File: src/rtl/fifo_rd_streamer.sv
// fifo_rd_streamer
// Read-side drain controller for the async FIFO, running in the read clock
// domain. It pops words from the FIFO read port and presents them as a
// valid/ready stream. A 2-entry output buffer absorbs the FIFO's one-cycle
// read latency, so back-pressure never loses or duplicates a word. A flush
// mode discards buffered and FIFO data. A wrapping counter tracks the number
// of delivered words.
//
// Ports
//   rclk       read-domain clock, rising edge
//   rrst_n     asynchronous active-low reset
//   empty      FIFO empty flag (rclk domain)
//   fifo_data  FIFO data_out, valid the cycle after r_en was sampled high
//   r_en       FIFO read enable (combinational)
//   m_data     stream data (head of output buffer)
//   m_valid    stream valid
//   m_ready    downstream ready
//   flush      request to discard buffered and FIFO data (level)
//   flush_busy high while flushing
//   rd_count   delivered-word count, wraps modulo 2^CNT_W
module fifo_rd_streamer #(
  parameter int WIDTH = 8,
  parameter int CNT_W = 16
) (
  input  logic             rclk,
  input  logic             rrst_n,
  input  logic             empty,
  input  logic [WIDTH-1:0] fifo_data,
  output logic             r_en,
  output logic [WIDTH-1:0] m_data,
  output logic             m_valid,
  input  logic             m_ready,
  input  logic             flush,
  output logic             flush_busy,
  output logic [CNT_W-1:0] rd_count
);

  typedef enum logic [0:0] {
    ST_RUN   = 1'b0,
    ST_FLUSH = 1'b1
  } state_t;

  state_t           state_r;
  logic [1:0]       count_r;      // words held in the output buffer (0..2)
  logic             inflight_r;   // a FIFO read issued last cycle lands now
  logic [WIDTH-1:0] buf0_r;       // head entry
  logic [WIDTH-1:0] buf1_r;       // second entry
  logic             flush_busy_r;
  logic [CNT_W-1:0] rd_count_r;

  logic             pop_s;
  logic [1:0]       occ_s;

  assign m_valid    = (count_r != 2'd0);
  assign m_data     = buf0_r;
  assign flush_busy = flush_busy_r;
  assign rd_count   = rd_count_r;
  assign pop_s      = m_valid && m_ready;

  // Read enable: in RUN only request when the buffer still has room for the
  // word after accounting for the in-flight read and this cycle's pop, so
  // count+inflight can never exceed 2. In FLUSH just drain whatever is there.
  always_comb begin
    occ_s = count_r + {1'b0, inflight_r} - {1'b0, pop_s};
    r_en  = 1'b0;
    if (!rrst_n) begin
      r_en = 1'b0;
    end else if (empty) begin
      r_en = 1'b0;
    end else if (state_r == ST_FLUSH) begin
      r_en = 1'b1;
    end else if (occ_s < 2'd2) begin
      r_en = 1'b1;
    end else begin
      r_en = 1'b0;
    end
  end

  // Control FSM, output buffer and delivered-word counter.
  always_ff @(posedge rclk or negedge rrst_n) begin
    if (!rrst_n) begin
      state_r      <= ST_RUN;
      count_r      <= 2'd0;
      inflight_r   <= 1'b0;
      buf0_r       <= '0;
      buf1_r       <= '0;
      flush_busy_r <= 1'b0;
      rd_count_r   <= '0;
    end else begin
      inflight_r <= r_en;
      case (state_r)
        ST_RUN: begin
          if (pop_s) begin
            rd_count_r <= rd_count_r + CNT_W'(1);
          end
          if (flush) begin
            // A pop in the flush cycle still completes; everything else,
            // including a word in flight, is dropped.
            state_r      <= ST_FLUSH;
            count_r      <= 2'd0;
            flush_busy_r <= 1'b1;
          end else begin
            case ({inflight_r, pop_s})
              2'b10: begin
                if (count_r == 2'd0) begin
                  buf0_r <= fifo_data;
                end else begin
                  buf1_r <= fifo_data;
                end
                count_r <= count_r + 2'd1;
              end
              2'b01: begin
                buf0_r  <= buf1_r;
                count_r <= count_r - 2'd1;
              end
              2'b11: begin
                // Capture and pop together: occupancy unchanged, head advances.
                if (count_r == 2'd1) begin
                  buf0_r <= fifo_data;
                end else begin
                  buf0_r <= buf1_r;
                  buf1_r <= fifo_data;
                end
              end
              default: begin
                count_r <= count_r;
              end
            endcase
          end
        end
        ST_FLUSH: begin
          // Captured data is ignored; leave once nothing is left to read.
          if (empty && !inflight_r) begin
            state_r      <= ST_RUN;
            flush_busy_r <= 1'b0;
          end
        end
        default: begin
          state_r      <= ST_RUN;
          count_r      <= 2'd0;
          flush_busy_r <= 1'b0;
        end
      endcase
    end
  end

endmodule

File: config.mk
export PLATFORM = sky130hd
export DESIGN_NAME = fifo_rd_streamer
export DESIGN_NICKNAME = d
export VERILOG_FILES = /design/src/rtl/fifo_rd_streamer.sv
export SDC_FILE = /design/constraint.sdc
export NUM_CORES = 1
export LEC_CHECK = 0
export ABC_AREA = 0
export CAP_MARGIN = 15
export CORE_UTILIZATION = 55
export CTS_BUF_LIST = sky130_fd_sc_hd__clkbuf_4
export DETAILED_ROUTE_END_ITERATION = 7
export GPL_TIMING_DRIVEN = 1
export HOLD_SLACK_MARGIN = 0.12
export PLACE_DENSITY = 0.88
export SETUP_SLACK_MARGIN = 0.5
export SLEW_MARGIN = 25
export SYNTH_ARGS = -nofsm -noshare
export SYNTH_HDL_FRONTEND = slang
export SYNTH_SLANG_ARGS = --single-unit
File: constraint.sdc
create_clock -name rclk -period 3.5 [get_ports rclk]
set_input_delay 0.875 -clock rclk [delete_from_list [all_inputs] [get_ports rclk]]
set_output_delay 0.875 -clock rclk [all_outputs]
set_load 0.01 [all_outputs]
==> out/results.tsv <==
metric	value	unit
Nets	230	
Routed WL	3720	µm
DP Worst Slack	-0.116	ns
Inst Count DP	242	
clk slew on worst S/H paths	0.10	ns
crit-path max FO	2	
Rows	20	
syn nets	179	
vias in the first global route	1365	
number of H-tree levels	2	
Core Util, Final	76.7	%
port bufs	39	
Synth Area per Inst	11.4	µm²
element type at the critical path end	output pin	
initial antenna violation count	0	
Detailed Place HPWL	2730	µm
Max-cap violations	0	
TritonCTS Buffers	5	
Least-Margin Pin Slew	0.580	ns
Congestion Overflow GR	0	
# DRC	0	
WP data arrival	2.06	ns
Detail Route Antenna Nets	0	
synthesized area	1800	µm²
commonest non-fill, non-tap cells in the layout	37 x dfrtp_1, 36 x clkdlybuf4s50_1, 15 x nor2_1	
met3 WL post-DR	214	µm
Layout area overhead	31.0	%
Critical Path RT	2.62	ns
Hold Crit Class	reg2reg	
Setup TNS Final	0	ns
vias	1384	
Cells after Synth	158	
Slowest cell on crit path	dlygate4sd2_1	
Worst Path Class, Setup	in2out	
Max Fclk	341	MHz
1st-pass router iterations	4	
final setup margin	0.569	ns
die height	59.2	µm
Worst-Skew Late Latency	0.34	ns
FFs w/ async S/R, synth	100	%
TritonCTS clock tree	yes	
# IOs	40	
peak per-stage delay on the critical path	0.24	ns
wire per inst	14.6	µm
min cycle time layout	2.93	ns
Metal-1 WL	1480	µm
status	finished, final reports clean	
die area	3510	µm²
total of warnings raised by yosys	0	
DIE WIDTH	59.2	µm
register area share after synthesis	51.4	%
routed vias/inst	5.45	
Sink Count	37	
Total GRT Usage	24.7	%
clk_skew	0.00539	ns
core area	3080	µm²
dpl cell area	2250	µm²
relative slew slack	61.0	%
maximum vdd drop	409	µV
Yosys reg bits	37	
design area	2360	µm²
Non-Filler Instances	254	
Yosys cell types	33	
Main synth FF type	dfrtp_1	
LEAKAGE	1.03	nW
Final Hold Viols	0	
crit start category	primary input	
# diodes	0	
commonest non-fill, non-tap cell in the layout	dfrtp_1	
final setup fails	0	
Initial Utilization	58.5	%
uppermost layer routed	met4	
number of synthesized flops with an enable pin	0	
hold buffers post-CTS	0	
fin crit share	83.7	%
cells along the critical path	dlygate4sd2_1 -> nor2b_4 -> ha_4 -> xor2_1 -> xnor2_1 -> o211a_1 -> buf_2	
Final Max Slew Viols	0	
largest net degree at the start of global routing	38	
root buf cell	clkbuf_4	
share of post-route cells with drive strength above 1	17.1	%
Iteration-0 DRC Markers	54	
Longest Clk Path Bufs	2	
first-pass GRT wire length	6240	µm
PD cells	677	nW/µm²
FILL cells	199	
RePlAce Congestion	0.836	
RSZ-0062 raised after global routing	no	
routed wl met2	1960	µm
## synth_stat cells, types with 2 or more instances
master | n | area [µm²]
xnor2_1 | 12 | 105
nor2_1 | 16 | 60.1
o21ai_0 | 4 | 20.0
nor3_1 | 2 | 10.0
buf_6 | 2 | 22.5
inv_1 | 11 | 41.3
nand4_1 | 4 | 25.0
dfrtp_1 | 37 | 926
nand2_1 | 10 | 37.5
mux2_2 | 9 | 101
xor2_1 | 5 | 43.8
ha_1 | 8 | 100
a21oi_1 | 10 | 50.1
a22oi_1 | 8 | 60.1
nand3_1 | 2 | 10.0
## sequential cells by signal, indices dropped and copies added, names as in the netlist
register	count
m_data	8
count_r	2
inflight_r	1
rd_count	16
flush_busy	1
buf1_r	8
state_r	1
## worst paths after layout
kind                               from           end  slack [ns]  cells past startpoint
max                             m_ready          r_en        0.57                      7
min                        rd_count[15]  rd_count[15]        0.48                      1
max reg2reg                  count_r[0]     buf1_r[5]        1.18                      8
min reg2reg                rd_count[15]  rd_count[15]        0.48                      1
max in group asynchronous        rrst_n    count_r[1]        2.57                      2
min in group asynchronous        rrst_n  rd_count[11]        0.61                      2
## worst max-delay path, delay by kind of cell
kind	cells	cell delay [ns]
compound gates	1	0.22
buf+inv	2	0.38
simple gates	1	0.13
fa+ha+maj	1	0.15
xor+xnor	2	0.30
## where the power goes
group          switching (W)  internal (W)  total [W]  leakage (nW)
Clock               0.000138     0.0000726   0.000210        0.0300
Sequential          0.000113      0.000565   0.000678         0.460
Combinational       0.000320      0.000388   0.000709         0.536
## metrics by stage
| stage | power, W | hold WS [ns] |
|---|---|---|
| 5_1_grt | 0.00171 | 0.524 |
| 2_1_floorplan | 0.00104 | 0.479 |
| 4_1_cts | 0.00155 | 0.492 |
| 3_3_place_gp | 0.00129 | 0.461 |
| 6_report | 0.00160 | 0.484 |
| 3_5_place_dp | 0.00133 | 0.473 |
## layout make-up
cell class / instances / area (µm²) / area share (%)
clock buffers: 5 / 37.5 / 1.59
flip-flops and latches: 37 / 926 / 39.2
clock inverters: 3 / 12.5 / 0.530
inverters: 11 / 41.3 / 1.75
well taps: 44 / 55.1 / 2.33
multi-input cells: 107 / 848 / 35.9
repair buffers: 47 / 439 / 18.6
## metal layers
layer | global-route usage [%] | up-vias
li1 | - | 652
met1 | 31.4 | 685
met2 | 39.6 | 37
met3 | 7.86 | 10
met4 | 8.84 | 0
met5 | 0 | -
## logic make-up after synthesis
| logic type | share of synthesized area [%] |
|---|---|
| AOI/OAI and AO/OA | 12.6 |
| and+or+nand+nor | 12.8 |
| adders and majority gates | 5.56 |
| buffers and inverters | 3.75 |
| DFF | 51.4 |
| xor gates and xnor gates | 8.26 |
| muxes | 5.63 |
## repair_timing
action / in CTS / in global routing
setup buffers: 1 / 3
gates cloned: 0 / 0
resized for setup: 10 / 3
setup endpoints to repair: 1 / 1
hold endpoints to repair: 0 / 0
pin swaps: 1 / 0
Power figures use the tool's default switching activity.
==> patch 1 (same flow settings) <==
Change the parameter `WIDTH` from 8 to 10.
--- a/src/rtl/fifo_rd_streamer.sv
+++ b/src/rtl/fifo_rd_streamer.sv
@@ -21,3 +21,3 @@
 module fifo_rd_streamer #(
-  parameter int WIDTH = 8,
+  parameter int WIDTH = 10,
   parameter int CNT_W = 16
Interface: changed (resized fifo_data and m_data); port bits go from 40 to 44. The function was not compared with the original's and may differ.
==> patch 1 against the original RTL <==
  * Worst setup slack lost 0.0080 ns
  * Area after synthesis grew 6.7%
  * Clock skew grew 0.00057 ns
  * Synthesized cell count grew 7.0%
  * Critical path type unchanged
  * Critical endpoint unchanged
  * Combinational power grew 10%
  * Sequential cell count grew 4
  * Non-clock buffer count grew 3
  * Total power grew 16%
  * Wire length grew 14%
  * Final area grew 8.3%
==> patch 1: results (changes against the original RTL) <==
stage	metric	value	unit	change
floorplanning	die_area	3737	µm²	+6.5%
final_layout	multi_input_gates	113		+5.6%
final_layout	clock_area_frac	0.03085		+0.009643
power	p_clk	0.305	mW	+45%
logic_synthesis	syn_inst	169		+7.0%
logic_synthesis	synth_xor_area_frac	0.07742		-0.005215
timing	skew	0.005963	ns	+0.0005691 ns
run_status	status	finished, final reports clean		
final_layout	multi_input_area	879.6	µm²	+3.7%
final_layout	sh_seq_area	0.4016		+0.009200
critical_path	max_stage_delay	0.22	ns	-0.02 ns
grt	grtUsageTotal	0.2426		-0.004469
placed_design	dp_hpwl	2853	µm	+4.4%
placed_design	port_buffers	43		+10%
timing	slew_headroom	0.6087		-0.001748
route	vias	1482		+7.1%
logic_synthesis	ys_top_cells_by_count	dfrtp_1, nor2_1, a21oi_1		
final_layout	stdcell_count	269		+5.9%
logic_synthesis	yosys.area_share.adder	0.05205		-0.003506
logic_synthesis	syn_nets	192		+7.3%
logic_synthesis	synth_compound_area_frac	0.1210		-0.004679
route	drt-initial-drc-count	72		+33%
placed_design	dpl_cell_area	2417	µm²	+7.6%
critical_path	rr_worst_depth	9		+1
final_layout	drive_gt1_frac	0.1659		-0.005509
power	cellLeakagePower	1.133	nW	+10%
power	seqPwrFrac	0.415		-0.010
grt	grt_max_degree	42		+11%
final_layout	clockBufferCount	6		+1
final_layout	bufAreaShareNonClock	0.1846		-0.001486
logic_synthesis	synth.distinct_cells	32		-3.0%
grt	grt_pass1_wl	6465	µm	+3.7%
timing	whs	0.4856	ns	+0.001261 ns
-- patch 1: cell types whose count changed after synthesis, sizes merged, moves of 2 or more --
cell / before / now
dfrtp: 37 / 41
nand4: 5 / 2
nor3: 2 / 5
xnor2: 12 / 9
xor2: 5 / 8
a21oi: 10 / 12
a22oi: 8 / 10
buf: 2 / 4
mux2: 9 / 11
nand3: 2 / 4
-- patch 1: worst register-to-register path, delay by kind of cell, from the launching register on --
family | cells | cell delay (ns)
compound gates | 1 | 0.55
fa+ha+maj | 2 | 0.48
buf+inv | 4 | 0.41
flops | 1 | 0.41
mux | 1 | 0.41
simple gates | 1 | 0.16
-- patch 1: what timing repair did --
| action | in CTS | in global routing |
|---|---|---|
| setup endpoints to repair | 1 | 1 |
| setup buffers | 2 | 1 |
| pin swaps | 1 | 3 |
| resized for setup | 8 | 5 |
-- patch 1: worst min path at each step --
stage,start,end,cells after the start
6_report,rd_count[15]$_DFFE_PN0P_,rd_count[15]$_DFFE_PN0P_,1
5_1_grt,rd_count[15]$_DFFE_PN0P_,rd_count[15]$_DFFE_PN0P_,1
4_1_cts,rd_count[15]$_DFFE_PN0P_,rd_count[15]$_DFFE_PN0P_,1
3_5_place_dp,rd_count[15]$_DFFE_PN0P_,rd_count[15]$_DFFE_PN0P_,1
3_3_place_gp,rd_count[15]$_DFFE_PN0P_,rd_count[15]$_DFFE_PN0P_,1
2_1_floorplan,count_r[0]$_DFFE_PN0P_,count_r[0]$_DFFE_PN0P_,1
-- patch 1: metal layers --
layer  vias up  GRT usage  share of wire
li1        697          -              -
met1       729     0.2951           0.42
met2        50     0.4022           0.52
met3         6    0.07773          0.049
met4         0    0.09416         0.0099
met5         -          0              0
==> patch 2 (config.mk and constraints unchanged) <==
Made on the original files. Register the output `rd_count` once more; this adds one clock of latency there. The other outputs are not delayed to match.
--- a/src/rtl/fifo_rd_streamer.sv
+++ b/src/rtl/fifo_rd_streamer.sv
@@ -56,3 +56,5 @@
   assign flush_busy = flush_busy_r;
-  assign rd_count   = rd_count_r;
+  always_ff @(posedge rclk) begin
+    rd_count <= rd_count_r;
+  end
   assign pop_s      = m_valid && m_ready;
Check against the original RTL: not equivalent (Yosys sat finds a counterexample within 4 cycles, from zero or initial values and one cycle with rrst_n low).
==> patch 2 against the original RTL <==
  * Sequential share of layout area grew 6.9 points
  * First-iteration DRC count up 35%
  * Utilization down 2.8 points
  * Area after synthesis up 17%
  * Total power rose by 22%
  * Sequential cell count up 16
  * Hold slack worse by 0.072 ns
  * Final area up 15%
  * Clock power is 61% higher
  * Wire length is 4.5% lower
  * Worst setup slack got worse by 0.031 ns
  * Critical path type unchanged
  * Largest cell class unchanged
==> patch 2: results (changes against the original RTL) <==
stage	metric	value	unit	change
power	peakVddDrop	0.4334	mV	+6.0%
clock_network	clock_latency	0.36	ns	+0.02 ns
logic_synthesis	ys_top_cells_by_count	dfrtp_1, dfxtp_1, xnor2_1		
logic_synthesis	synth.distinct_cells	35		+6.1%
logic_synthesis	netlist_top_cells_area	dfrtp_1, dfxtp_1, xnor2_1		
clock_network	path_clk_slew	0.14	ns	+0.04 ns
final_layout	num-nets-final	243		+5.7%
grt	grtUsageTotal	0.1945		-0.05254
route	routed_wl	3550	µm	-4.5%
critical_path	r2r_start	count_r[1]$_DFFE_PN0P_		
power	cellLeakagePower	1.152	nW	+12%
placed_design	dpl_cell_area	2530	µm²	+13%
logic_synthesis	async_flop_share	0.6981		-0.3019
placed_design	place_ws	-0.1364	ns	-0.02075 ns
timing	skew	0.004357	ns	-0.001037 ns
timing	worst_slew_pin_slew	0.5866	ns	+0.006176 ns
grt	grt_use_met2	0.3059		-0.09062
final_layout	drive_gt1_frac	0.1928		+0.02140
logic_synthesis	yosysSeqAreaShare	0.5932		+0.07932
grt	grt_pass1_vias	1320		-3.3%
placed_design	dp_hpwl	2422	µm	-11%
grt	met1_usage	0.2573		-0.05639
critical_path	critPathArrivalTime	2.09	ns	+0.03 ns
route	via_per_inst	5.214		-4.3%
route	drt-initial-drc-count	73		+35%
final_layout	n_fill_cell	250		+26%
run_status	status	finished, final reports clean		
patch 2: cell types whose count changed in the layout (fill, tap and decap cells not counted), moves of 3 or more:
| cell | unedited run | this run |
|---|---|---|
| buf_4 | 8 | 11 |
| inv_1 | 11 | 6 |
| xor2_1 | 5 | 2 |
| nor2_1 | 15 | 11 |
| dfxtp_1 | 0 | 16 |
| nand3_1 | 2 | 7 |
| nand2_1 | 10 | 7 |
| inv_2 | 0 | 3 |
patch 2: critical path, cell delays in order:
cell and delay (ns):
clkdlybuf4s15_1 0.19, and2b_2 0.23, ha_4 0.16, xor2_2 0.14, xnor2_1 0.12, o211a_1 0.22, buf_2 0.14
patch 2: worst paths after layout:
path	slack, ns	cells past startpoint	to
max	0.54	7	r_en
min	0.41	0	rd_count[15]$_DFF_P_
max reg2reg	0.77	11	buf1_r[7]$_DFFE_PN0P_
min reg2reg	0.41	0	rd_count[15]$_DFF_P_
max in group asynchronous	2.60	2	m_data[5]$_DFFE_PN0P_
min in group asynchronous	0.58	2	state_r$_DFF_PN0_
patch 2: per-layer routing:
metal,routed length (µm),vias to the layer above
met3,184,9
met2,1682,38
met5,0,-
met4,59,0
met1,1625,673
li1,-,693
patch 2: final cells by class:
class | count | area share
Sequential cell | 53 | 0.4609
Multi-Input combinational cell | 103 | 0.3022
Timing Repair Buffer | 50 | 0.1712
Tap cell | 48 | 0.02221
Clock buffer | 6 | 0.01666
Clock inverter | 2 | 0.01435
Inverter | 9 | 0.01249
patch 2: cell families (layout without fill, tap and decap cells):
| logic type | Yosys count | count (layout) | share of synthesized area |
|---|---|---|---|
| simple gates | 38 | 38 | 0.09410 |
| buf+inv | 14 | 67 | 0.03454 |
| mux | 9 | 9 | 0.04824 |
| compound gates | 31 | 31 | 0.1114 |
| flops | 53 | 53 | 0.5932 |
| xor+xnor | 17 | 17 | 0.07088 |
| fa+ha+maj | 8 | 8 | 0.04765 |
patch 2: repair_timing:
item	CTS	global route
hold buffers	0	0
buffers inserted	4	4
pin swaps	2	1
cloned	0	0
resized for setup	14	0
endpoints found under the setup margin	1	1
patch 2: report_power, final:
part / switching (mW) / internal [mW]
Sequential: 0.110 / 0.775
Combinational: 0.313 / 0.403
Clock: 0.179 / 0.160
patch 2: stage by stage:
stage / hold WS [ns] / utilization / cells
after detailed placement: 0.3755 / 0.6910 / 255
final: 0.4123 / 0.7386 / 271
after global placement: 0.3792 / 0.6910 / 255
after CTS: 0.4149 / 0.7303 / 267
after global routing: 0.4457 / 0.7386 / 271
after floorplan: 0.3664 / - / 170
